### config.mk
export PLATFORM = sky130hd
export DESIGN_NAME = fetch_bank_scheduler_flat
export DESIGN_NICKNAME = d
export VERILOG_FILES = /design/src/rtl/fetch_bank_scheduler_pkg.sv /design/src/rtl/fetch_bank_scheduler_if.sv /design/src/rtl/fetch_bank_scheduler_pass_select.sv /design/src/rtl/fetch_bank_scheduler.sv /design/src/flat_wrapper.sv
export SDC_FILE = /design/constraint.sdc
export NUM_CORES = 1
export LEC_CHECK = 0
export ABC_AREA = 1
export CAP_MARGIN = 15
export CORE_AREA = 4 4 316 318
export CTS_CLUSTER_SIZE = 12
export DETAILED_ROUTE_END_ITERATION = 16
export DIE_AREA = 0 0 320 322
export PLACE_DENSITY_LB_ADDON = 0.12
export SYNTH_ARGS = -nofsm -noshare
export SYNTH_HDL_FRONTEND = slang
export SYNTH_SLANG_ARGS = --single-unit
### constraint.sdc
create_clock -name i_fire -period 2 [get_ports i_fire]
set_input_delay 0.4 -clock i_fire [delete_from_list [all_inputs] [get_ports i_fire]]
set_output_delay 0.4 -clock i_fire [all_outputs]
set_load 0.03 [all_outputs]
### src/rtl/fetch_bank_scheduler_pkg.sv
// -----------------------------------------------------------------------------
// fetch_bank_pkg
//
// Shared definitions for the fetch bank scheduler slice: address/data geometry
// of the 8-bank, four-way-read instruction SRAM, the scheduler state encoding,
// and helpers that split a line address into bank and row.
//
// Address layout: bank = addr[2:0], row = addr[ADDR_W-1:3].
// -----------------------------------------------------------------------------
package fetch_bank_pkg;

    localparam int ADDR_W       = 8;
    localparam int DATA_W       = 72;
    localparam int LANES        = 4;
    localparam int BANKS        = 8;
    localparam int BANK_W       = $clog2(BANKS);
    localparam int ROW_W        = ADDR_W - BANK_W;
    localparam int WR_STALL_MAX = 2;
    localparam int STALL_W      = $clog2(WR_STALL_MAX + 1);
    localparam int PASS_W       = 3;

    typedef enum logic [1:0] {
        ST_IDLE  = 2'd0,
        ST_ISSUE = 2'd1,
        ST_RESP  = 2'd2
    } state_e;

    function automatic logic [BANK_W-1:0] bank_of(input logic [ADDR_W-1:0] addr);
        return addr[BANK_W-1:0];
    endfunction

    function automatic logic [ROW_W-1:0] row_of(input logic [ADDR_W-1:0] addr);
        return addr[ADDR_W-1:BANK_W];
    endfunction

endpackage

### src/rtl/fetch_bank_scheduler_if.sv
// -----------------------------------------------------------------------------
// fetch_bank_scheduler_if
//
// Bundles every non-clock signal of the fetch bank scheduler:
//   request  : i_req_valid / o_req_ready / i_req_addr (lane k at [k*ADDR_W +: ADDR_W])
//   refill   : i_wr_valid / o_wr_ready / i_wr_addr / i_wr_data
//   SRAM     : o_sram_read_en / o_sram_read_addr / o_sram_write_en /
//              o_sram_write_addr / o_sram_write_data / i_sram_datas
//   response : o_rsp_valid / i_rsp_ready / o_rsp_datas / o_rsp_passes
//
// modport slave  : the scheduler side.
// modport master : the surrounding fetch unit / SRAM side.
// -----------------------------------------------------------------------------
interface fetch_bank_scheduler_if;
    import fetch_bank_pkg::*;

    logic                      i_req_valid;
    logic                      o_req_ready;
    logic [LANES*ADDR_W-1:0]   i_req_addr;

    logic                      i_wr_valid;
    logic                      o_wr_ready;
    logic [ADDR_W-1:0]         i_wr_addr;
    logic [DATA_W-1:0]         i_wr_data;

    logic                      o_sram_read_en;
    logic [LANES*ADDR_W-1:0]   o_sram_read_addr;
    logic                      o_sram_write_en;
    logic [ADDR_W-1:0]         o_sram_write_addr;
    logic [DATA_W-1:0]         o_sram_write_data;
    logic [LANES*DATA_W-1:0]   i_sram_datas;

    logic                      o_rsp_valid;
    logic                      i_rsp_ready;
    logic [LANES*DATA_W-1:0]   o_rsp_datas;
    logic [PASS_W-1:0]         o_rsp_passes;

    modport slave (
        input  i_req_valid, i_req_addr,
        input  i_wr_valid, i_wr_addr, i_wr_data,
        input  i_sram_datas, i_rsp_ready,
        output o_req_ready, o_wr_ready,
        output o_sram_read_en, o_sram_read_addr,
        output o_sram_write_en, o_sram_write_addr, o_sram_write_data,
        output o_rsp_valid, o_rsp_datas, o_rsp_passes
    );

    modport master (
        output i_req_valid, i_req_addr,
        output i_wr_valid, i_wr_addr, i_wr_data,
        output i_sram_datas, i_rsp_ready,
        input  o_req_ready, o_wr_ready,
        input  o_sram_read_en, o_sram_read_addr,
        input  o_sram_write_en, o_sram_write_addr, o_sram_write_data,
        input  o_rsp_valid, o_rsp_datas, o_rsp_passes
    );

endinterface

### src/rtl/fetch_bank_scheduler_pass_select.sv
// -----------------------------------------------------------------------------
// fbs_pass_select
//
// Combinational choice of which pending lanes read in the next pass.
// Lanes are walked 0..3: the lowest pending lane is always taken, a later
// pending lane is taken only when no already-taken lane occupies its bank with
// a different address. Taken lanes drive their own address; the rest drive
// the lowest taken lane's address so the SRAM never sees a stray bank access.
//
// Macro FBS_SAME_ROW_MERGE_EN: when defined, same-bank lanes with identical
// addresses share a pass. When undefined, any two lanes in one bank conflict.
//
// Ports:
//   pending    in  LANES         lanes still waiting for data
//   lane_addrs in  LANES*ADDR_W  registered request addresses
//   sel_mask   out LANES         lanes read by this pass
//   rd_addrs   out LANES*ADDR_W  per-lane SRAM read address
// -----------------------------------------------------------------------------
module fbs_pass_select
    import fetch_bank_pkg::*;
(
    input  logic [LANES-1:0]        pending,
    input  logic [LANES*ADDR_W-1:0] lane_addrs,
    output logic [LANES-1:0]        sel_mask,
    output logic [LANES*ADDR_W-1:0] rd_addrs
);

    logic [ADDR_W-1:0] addr_k;
    logic [ADDR_W-1:0] addr_j;
    logic [ADDR_W-1:0] lead_addr;
    logic              conflict;
    logic              found;

    always_comb begin
        sel_mask  = '0;
        lead_addr = lane_addrs[0 +: ADDR_W];
        found     = 1'b0;
        conflict  = 1'b0;
        addr_k    = '0;
        addr_j    = '0;
        for (int k = 0; k < LANES; k++) begin
            addr_k   = lane_addrs[k*ADDR_W +: ADDR_W];
            conflict = 1'b0;
            for (int j = 0; j < k; j++) begin
                addr_j = lane_addrs[j*ADDR_W +: ADDR_W];
                if (sel_mask[j] && (bank_of(addr_j) == bank_of(addr_k))) begin
`ifdef FBS_SAME_ROW_MERGE_EN
                    if (row_of(addr_j) != row_of(addr_k)) begin
                        conflict = 1'b1;
                    end
`else
                    conflict = 1'b1;
`endif
                end
            end
            // The first pending lane sees no earlier selection, so it always issues.
            if (pending[k] && !conflict) begin
                sel_mask[k] = 1'b1;
                if (!found) begin
                    lead_addr = addr_k;
                    found     = 1'b1;
                end
            end
        end
    end

    always_comb begin
        rd_addrs = '0;
        for (int k = 0; k < LANES; k++) begin
            rd_addrs[k*ADDR_W +: ADDR_W] = sel_mask[k] ? lane_addrs[k*ADDR_W +: ADDR_W] : lead_addr;
        end
    end

endmodule

### src/rtl/fetch_bank_scheduler.sv
// -----------------------------------------------------------------------------
// fetch_bank_scheduler
//
// Accepts one 4-lane fetch request, splits it into bank-conflict-free read
// passes on the 8-bank instruction SRAM, and gathers the 72-bit lane words into
// a single response. The refill write port is arbitrated against reads so the
// SRAM is never read and written in the same cycle; a write may stall reads
// for at most WR_STALL_MAX consecutive ISSUE cycles.
//
// Macro FBS_SAME_ROW_MERGE_EN (honoured in fbs_pass_select): identical
// same-bank addresses share a pass when defined.
//
// Ports:
//   i_fire  clock, rising edge
//   rst     asynchronous reset, active low
//   bus     fetch_bank_scheduler_if.slave (request, refill, SRAM, response)
// -----------------------------------------------------------------------------
module fetch_bank_scheduler
    import fetch_bank_pkg::*;
(
    input  logic                   i_fire,
    input  logic                   rst,
    fetch_bank_scheduler_if.slave  bus
);

    state_e                  state;
    state_e                  state_nxt;
    logic [LANES*ADDR_W-1:0] addr_q;
    logic [LANES-1:0]        pending;
    logic [LANES-1:0]        cap_mask;
    logic [LANES-1:0]        sel_mask;
    logic [LANES*ADDR_W-1:0] rd_addrs;
    logic [STALL_W-1:0]      stall_cnt;
    logic [PASS_W-1:0]       passes;
    logic [LANES*DATA_W-1:0] rsp_buf;
    logic                    req_acc;
    logic                    wr_ready;
    logic                    wr_acc;
    logic                    issue;
    logic                    leave_issue;

    fbs_pass_select u_pass_select (
        .pending    (pending),
        .lane_addrs (addr_q),
        .sel_mask   (sel_mask),
        .rd_addrs   (rd_addrs)
    );

    // ---- state register ----
    always_ff @(posedge i_fire or negedge rst) begin
        if (!rst) begin
            state <= ST_IDLE;
        end else begin
            state <= state_nxt;
        end
    end

    // ---- next-state ----
    // The capture of the final pass lands on the same edge that enters RESP,
    // so only pending needs to be empty to leave ISSUE.
    always_comb begin
        state_nxt = state;
        case (state)
            ST_IDLE:  if (bus.i_req_valid) state_nxt = ST_ISSUE;
            ST_ISSUE: if (pending == '0)   state_nxt = ST_RESP;
            ST_RESP:  if (bus.i_rsp_ready) state_nxt = ST_IDLE;
            default:  state_nxt = ST_IDLE;
        endcase
    end

    // ---- outputs ----
    // An accepted write always wins the cycle; reads regain it once the
    // stall counter saturates and o_wr_ready drops.
    always_comb begin
        req_acc     = (state == ST_IDLE) && bus.i_req_valid;
        wr_ready    = (state != ST_ISSUE) || (stall_cnt != STALL_W'(WR_STALL_MAX));
        wr_acc      = bus.i_wr_valid && wr_ready;
        issue       = (state == ST_ISSUE) && (pending != '0) && !wr_acc;
        leave_issue = (state == ST_ISSUE) && (state_nxt != ST_ISSUE);

        bus.o_req_ready       = (state == ST_IDLE);
        bus.o_wr_ready        = wr_ready;
        bus.o_sram_read_en    = issue;
        bus.o_sram_read_addr  = rd_addrs;
        bus.o_sram_write_en   = wr_acc;
        bus.o_sram_write_addr = wr_acc ? bus.i_wr_addr : '0;
        bus.o_sram_write_data = wr_acc ? bus.i_wr_data : '0;
        bus.o_rsp_valid       = (state == ST_RESP);
        bus.o_rsp_datas       = rsp_buf;
        bus.o_rsp_passes      = passes;
    end

    // ---- request address capture ----
    always_ff @(posedge i_fire) begin
        if (req_acc) begin
            addr_q <= bus.i_req_addr;
        end
    end

    // ---- pass bookkeeping ----
    always_ff @(posedge i_fire or negedge rst) begin
        if (!rst) begin
            pending   <= '0;
            cap_mask  <= '0;
            stall_cnt <= '0;
            passes    <= '0;
        end else begin
            cap_mask <= issue ? sel_mask : '0;

            if (req_acc) begin
                pending <= '1;
                passes  <= '0;
            end else if (issue) begin
                pending <= pending & ~sel_mask;
                passes  <= passes + PASS_W'(1);
            end

            if (leave_issue || issue) begin
                stall_cnt <= '0;
            end else if ((state == ST_ISSUE) && wr_acc) begin
                stall_cnt <= stall_cnt + STALL_W'(1);
            end
        end
    end

    // ---- capture: SRAM data of the previous cycle's pass ----
    always_ff @(posedge i_fire or negedge rst) begin
        if (!rst) begin
            rsp_buf <= '0;
        end else begin
            for (int k = 0; k < LANES; k++) begin
                if (cap_mask[k]) begin
                    rsp_buf[k*DATA_W +: DATA_W] <= bus.i_sram_datas[k*DATA_W +: DATA_W];
                end
            end
        end
    end

endmodule

### src/flat_wrapper.sv
// flat-port wrapper written by rule: the top's interface ports become plain ports
module fetch_bank_scheduler_flat import fetch_bank_pkg::*;
  (i_fire, rst, bus_i_req_valid, bus_i_req_addr, bus_i_wr_valid, bus_i_wr_addr, bus_i_wr_data, bus_i_sram_datas, bus_i_rsp_ready, bus_o_req_ready, bus_o_wr_ready, bus_o_sram_read_en, bus_o_sram_read_addr, bus_o_sram_write_en, bus_o_sram_write_addr, bus_o_sram_write_data, bus_o_rsp_valid, bus_o_rsp_datas, bus_o_rsp_passes);
  fetch_bank_scheduler_if bus_i ();
  input  logic i_fire;
  input  logic rst;
  input wire logic [$bits(bus_i.i_req_valid)-1:0] bus_i_req_valid;
  input wire logic [$bits(bus_i.i_req_addr)-1:0] bus_i_req_addr;
  input wire logic [$bits(bus_i.i_wr_valid)-1:0] bus_i_wr_valid;
  input wire logic [$bits(bus_i.i_wr_addr)-1:0] bus_i_wr_addr;
  input wire logic [$bits(bus_i.i_wr_data)-1:0] bus_i_wr_data;
  input wire logic [$bits(bus_i.i_sram_datas)-1:0] bus_i_sram_datas;
  input wire logic [$bits(bus_i.i_rsp_ready)-1:0] bus_i_rsp_ready;
  output wire logic [$bits(bus_i.o_req_ready)-1:0] bus_o_req_ready;
  output wire logic [$bits(bus_i.o_wr_ready)-1:0] bus_o_wr_ready;
  output wire logic [$bits(bus_i.o_sram_read_en)-1:0] bus_o_sram_read_en;
  output wire logic [$bits(bus_i.o_sram_read_addr)-1:0] bus_o_sram_read_addr;
  output wire logic [$bits(bus_i.o_sram_write_en)-1:0] bus_o_sram_write_en;
  output wire logic [$bits(bus_i.o_sram_write_addr)-1:0] bus_o_sram_write_addr;
  output wire logic [$bits(bus_i.o_sram_write_data)-1:0] bus_o_sram_write_data;
  output wire logic [$bits(bus_i.o_rsp_valid)-1:0] bus_o_rsp_valid;
  output wire logic [$bits(bus_i.o_rsp_datas)-1:0] bus_o_rsp_datas;
  output wire logic [$bits(bus_i.o_rsp_passes)-1:0] bus_o_rsp_passes;
  assign bus_i.i_req_valid = bus_i_req_valid;
  assign bus_i.i_req_addr = bus_i_req_addr;
  assign bus_i.i_wr_valid = bus_i_wr_valid;
  assign bus_i.i_wr_addr = bus_i_wr_addr;
  assign bus_i.i_wr_data = bus_i_wr_data;
  assign bus_i.i_sram_datas = bus_i_sram_datas;
  assign bus_i.i_rsp_ready = bus_i_rsp_ready;
  assign bus_o_req_ready = bus_i.o_req_ready;
  assign bus_o_wr_ready = bus_i.o_wr_ready;
  assign bus_o_sram_read_en = bus_i.o_sram_read_en;
  assign bus_o_sram_read_addr = bus_i.o_sram_read_addr;
  assign bus_o_sram_write_en = bus_i.o_sram_write_en;
  assign bus_o_sram_write_addr = bus_i.o_sram_write_addr;
  assign bus_o_sram_write_data = bus_i.o_sram_write_data;
  assign bus_o_rsp_valid = bus_i.o_rsp_valid;
  assign bus_o_rsp_datas = bus_i.o_rsp_datas;
  assign bus_o_rsp_passes = bus_i.o_rsp_passes;
  fetch_bank_scheduler u_core (.i_fire(i_fire), .rst(rst), .bus(bus_i));
endmodule
==> results of run 1 <==
through the flow:
stage               hold slack, ps  power (W)  setup WS [ps]  util, %  std cells
floorplan                      104     0.0264           -164        -       1114
finish                         275     0.0458           -972     28.1       3348
global placement               282     0.0390           -433     25.4       3236
CTS                            228     0.0463          -1090     27.9       3336
global route                   251     0.0484          -1150     28.1       3345
detailed placement             288     0.0391           -443     25.4       3236
final cells by class:
type / count / area (sq um) / share of cell area (%)
clock inverter: 11 / 75.1 / 0.277
tap: 1276 / 1600 / 5.89
timing repair buffer: 922 / 9360 / 34.5
multi-input combinational: 605 / 5700 / 21.0
sequential: 335 / 8560 / 31.6
inverter: 127 / 490 / 1.81
clock buffer: 64 / 1320 / 4.87
antenna: 8 / 20.0 / 0.0738
cells by family after synthesis:
kind of cell             count (synthesis)  synth area share [%]
XOR/XNOR                                 8                 0.505
AO/OA/AOI/OAI                           36                  1.32
flip-flops                             335                  61.5
adder cells (fa/ha/maj)                  2                 0.180
AND/OR/NAND/NOR                        267                  8.06
buffers and inverters                  176                  4.89
multiplexers                           290                  23.5
critical path, cell delays in order (launching register included):
cell      delay, ps
edfxtp_1        450
buf_6           150
buf_4           120
xnor2_1         110
nand3_1          80
nor2_2           60
nor2_4          160
nand3_4         100
nor2_4          220
buf_6           180
nand2_2          60
and2_4          160
buf_6           130
metal layers:
| layer | vias to the layer above | track usage, % |
|---|---|---|
| met2 | 464 | 22.6 |
| met3 | 100 | 4.13 |
| met4 | 8 | 4.12 |
| li1 | 5529 | - |
| met5 | - | 0 |
| met1 | 5709 | 12.2 |
power by group:
group	leakage [nW]	internal [W]	total (W)	switching [W]
registers	3.83	0.0102	0.0120	0.00173
logic	7.23	0.0108	0.0260	0.0152
clock network	0.691	0.00456	0.00776	0.00320
cell usage after synthesis:
library cell	n
a21oi_1	5
and2_1	7
buf_2	3
buf_6	1
clkbuf_1	42
clkbuf_2	3
dfrtp_1	303
edfxtp_1	32
ha_1	2
inv_1	122
inv_2	4
inv_4	1
mux2_2	289
mux2i_1	1
nand2_1	133
nand2_2	1
nand3_1	17
nand3_2	1
nand3_4	2
nand4_1	2
nand4_2	2
nor2_1	98
nor2_2	1
nor2_4	2
nor3_1	1
o21ai_0	29
o22ai_1	2
xnor2_1	6
xor2_1	2
path summary, 6_finish.rpt:
path | start | endpoint | slack [ps] | depth (start not counted)
min in group i_fire | bus_i_req_addr[18] | u_core.addr_q[18] | 370 | 1
hold / removal | rst | u_core.bus.o_rsp_datas[194] | 270 | 2
setup / recovery | u_core.addr_q[10] | bus_o_sram_read_addr[5] | -970 | 12
setup reg to reg | u_core.addr_q[10] | u_core.cap_mask[3] | 160 | 10
max in group asynchronous | rst | u_core.bus.o_rsp_datas[70] | 940 | 4
hold reg to reg | u_core.bus.o_rsp_passes[2] | u_core.bus.o_rsp_passes[2] | 480 | 1
sequential cells by signal, indices dropped and copies added (netlist names):
name	cells
u_core.stall_cnt	2
u_core.state	2
u_core.cap_mask	4
u_core.bus.o_rsp_passes	3
u_core.addr_q	32
u_core.bus.o_rsp_datas	288
u_core.pending	4
repair_timing:
action	4_1_cts	5_1_grt
setup buffers	13	6
gates resized for setup	533	64
hold buffers	1	0
pin swaps	11	16
setup endpoints to repair	408	117
cloned	11	2
hold endpoints to repair	158	0
==> results.toml, run 1 <==
[outcome]
status = "finished, violations left"
violations = "negative setup slack"

[yosys]
ys_warn_count = 0
synthTopCellsByArea = "dfrtp_1 55%, mux2_2 23%, edfxtp_1 6.9%"
synth_top_area_share_pct = 54.6
synth_nets = 1521
yosys.area.top_type = "dfrtp_1"
ys_seq_elements = 335
ys_seq_area_share_pct = 61.5
ys_types = 29
postSynthCellCount = 1114
synth_area_per_cell_sq_um = 12.5
synth_area_sq_um = 13900

[place]
port_buffers = 812
place_area_sq_um = 24500
dpl.hpwl_um = 50900
gp_congestion = 0.796

[global_routing]
grt-ovfl-total = 0
antenna_found_initial = 14
grt_pass1_vias = 13100
grt_usage_pct = 12.0
grt_pass1_wl_um = 91700
grt_max_degree = 68

[worst_setup_path]
cp-start-kind = "register"
worstPathArrival_ps = 2570
crit_type = "reg -> out"
path_max_fanout = 4
worstPathRequired_ps = 1600
end_kind = "output pin"

[clocking]
clk_pin_slew_ps = 60
clockBufferDepth = 3
cts_sinks = 335
cts_tree = "built"
insertion_delay_ps = 590
clockRootBuffer = "clkbuf_16"
numCtsBuffers = 46
h-tree-depth = 2

[finish]
layout-drive-gt1-share_pct = 37.2
stdcell_area_sq_um = 27100
mostFrequentLayoutCell = "clkdlybuf4s50_1"
final_cell_mix = "402 x clkdlybuf4s50_1, 298 x dfrtp_1, 291 x dlygate4sd2_1"
syn2layout_area_growth_pct = 95.3
nFillCells = 10000
nets = 2444

[sta]
finalClockSkew_ps = 9.04
worst_slew_pin_slew_ps = 582
final-setup-viol-count = 114
min_period_ps = 2970
hold_viol_final = 0
fin_tns_setup_ps = -50880
slew_headroom_pct = 61.1
slew_violations = 0
period_share_pct = 149
fin_ws_ps = -972
rsz0062_at_grt = "yes"
fmax_mhz = 336

[drt]
m1WireLength_um = 22200
viasPerCell = 3.53
drc = 0
wl_met2_um = 35500
antenna_left = 0
wire_per_inst_um = 19.3
dr.max_layer_used = "met5"
vias = 11800
drt_iter0_markers = 347
first_pass_iters = 4
wirelength_um = 64700
met3_length_um = 4990

[floorplan]
io-pin-count = 813
die_w_um = 320
dieArea_sq_um = 103000
core_area_sq_um = 96600
start_util_pct = 14.4
die_h_um = 322
rows = 114

[pwr]
power_density_nw_per_um2 = 1690
leakagePower_nw = 11.8
max-vdd-ir-drop_mv = 1.24

[hold_path]
min_path_type = "in -> async"

[run]
max_cap_violations = 0
Note: power is estimated with default switching activity, not from simulation.
==> inputs of run 2 (changes only) <==
Settings changed: SLEW_MARGIN from default to 0.
==> results of run 2 <==
Final layout, timing and power as in run 1 (identical DEF).
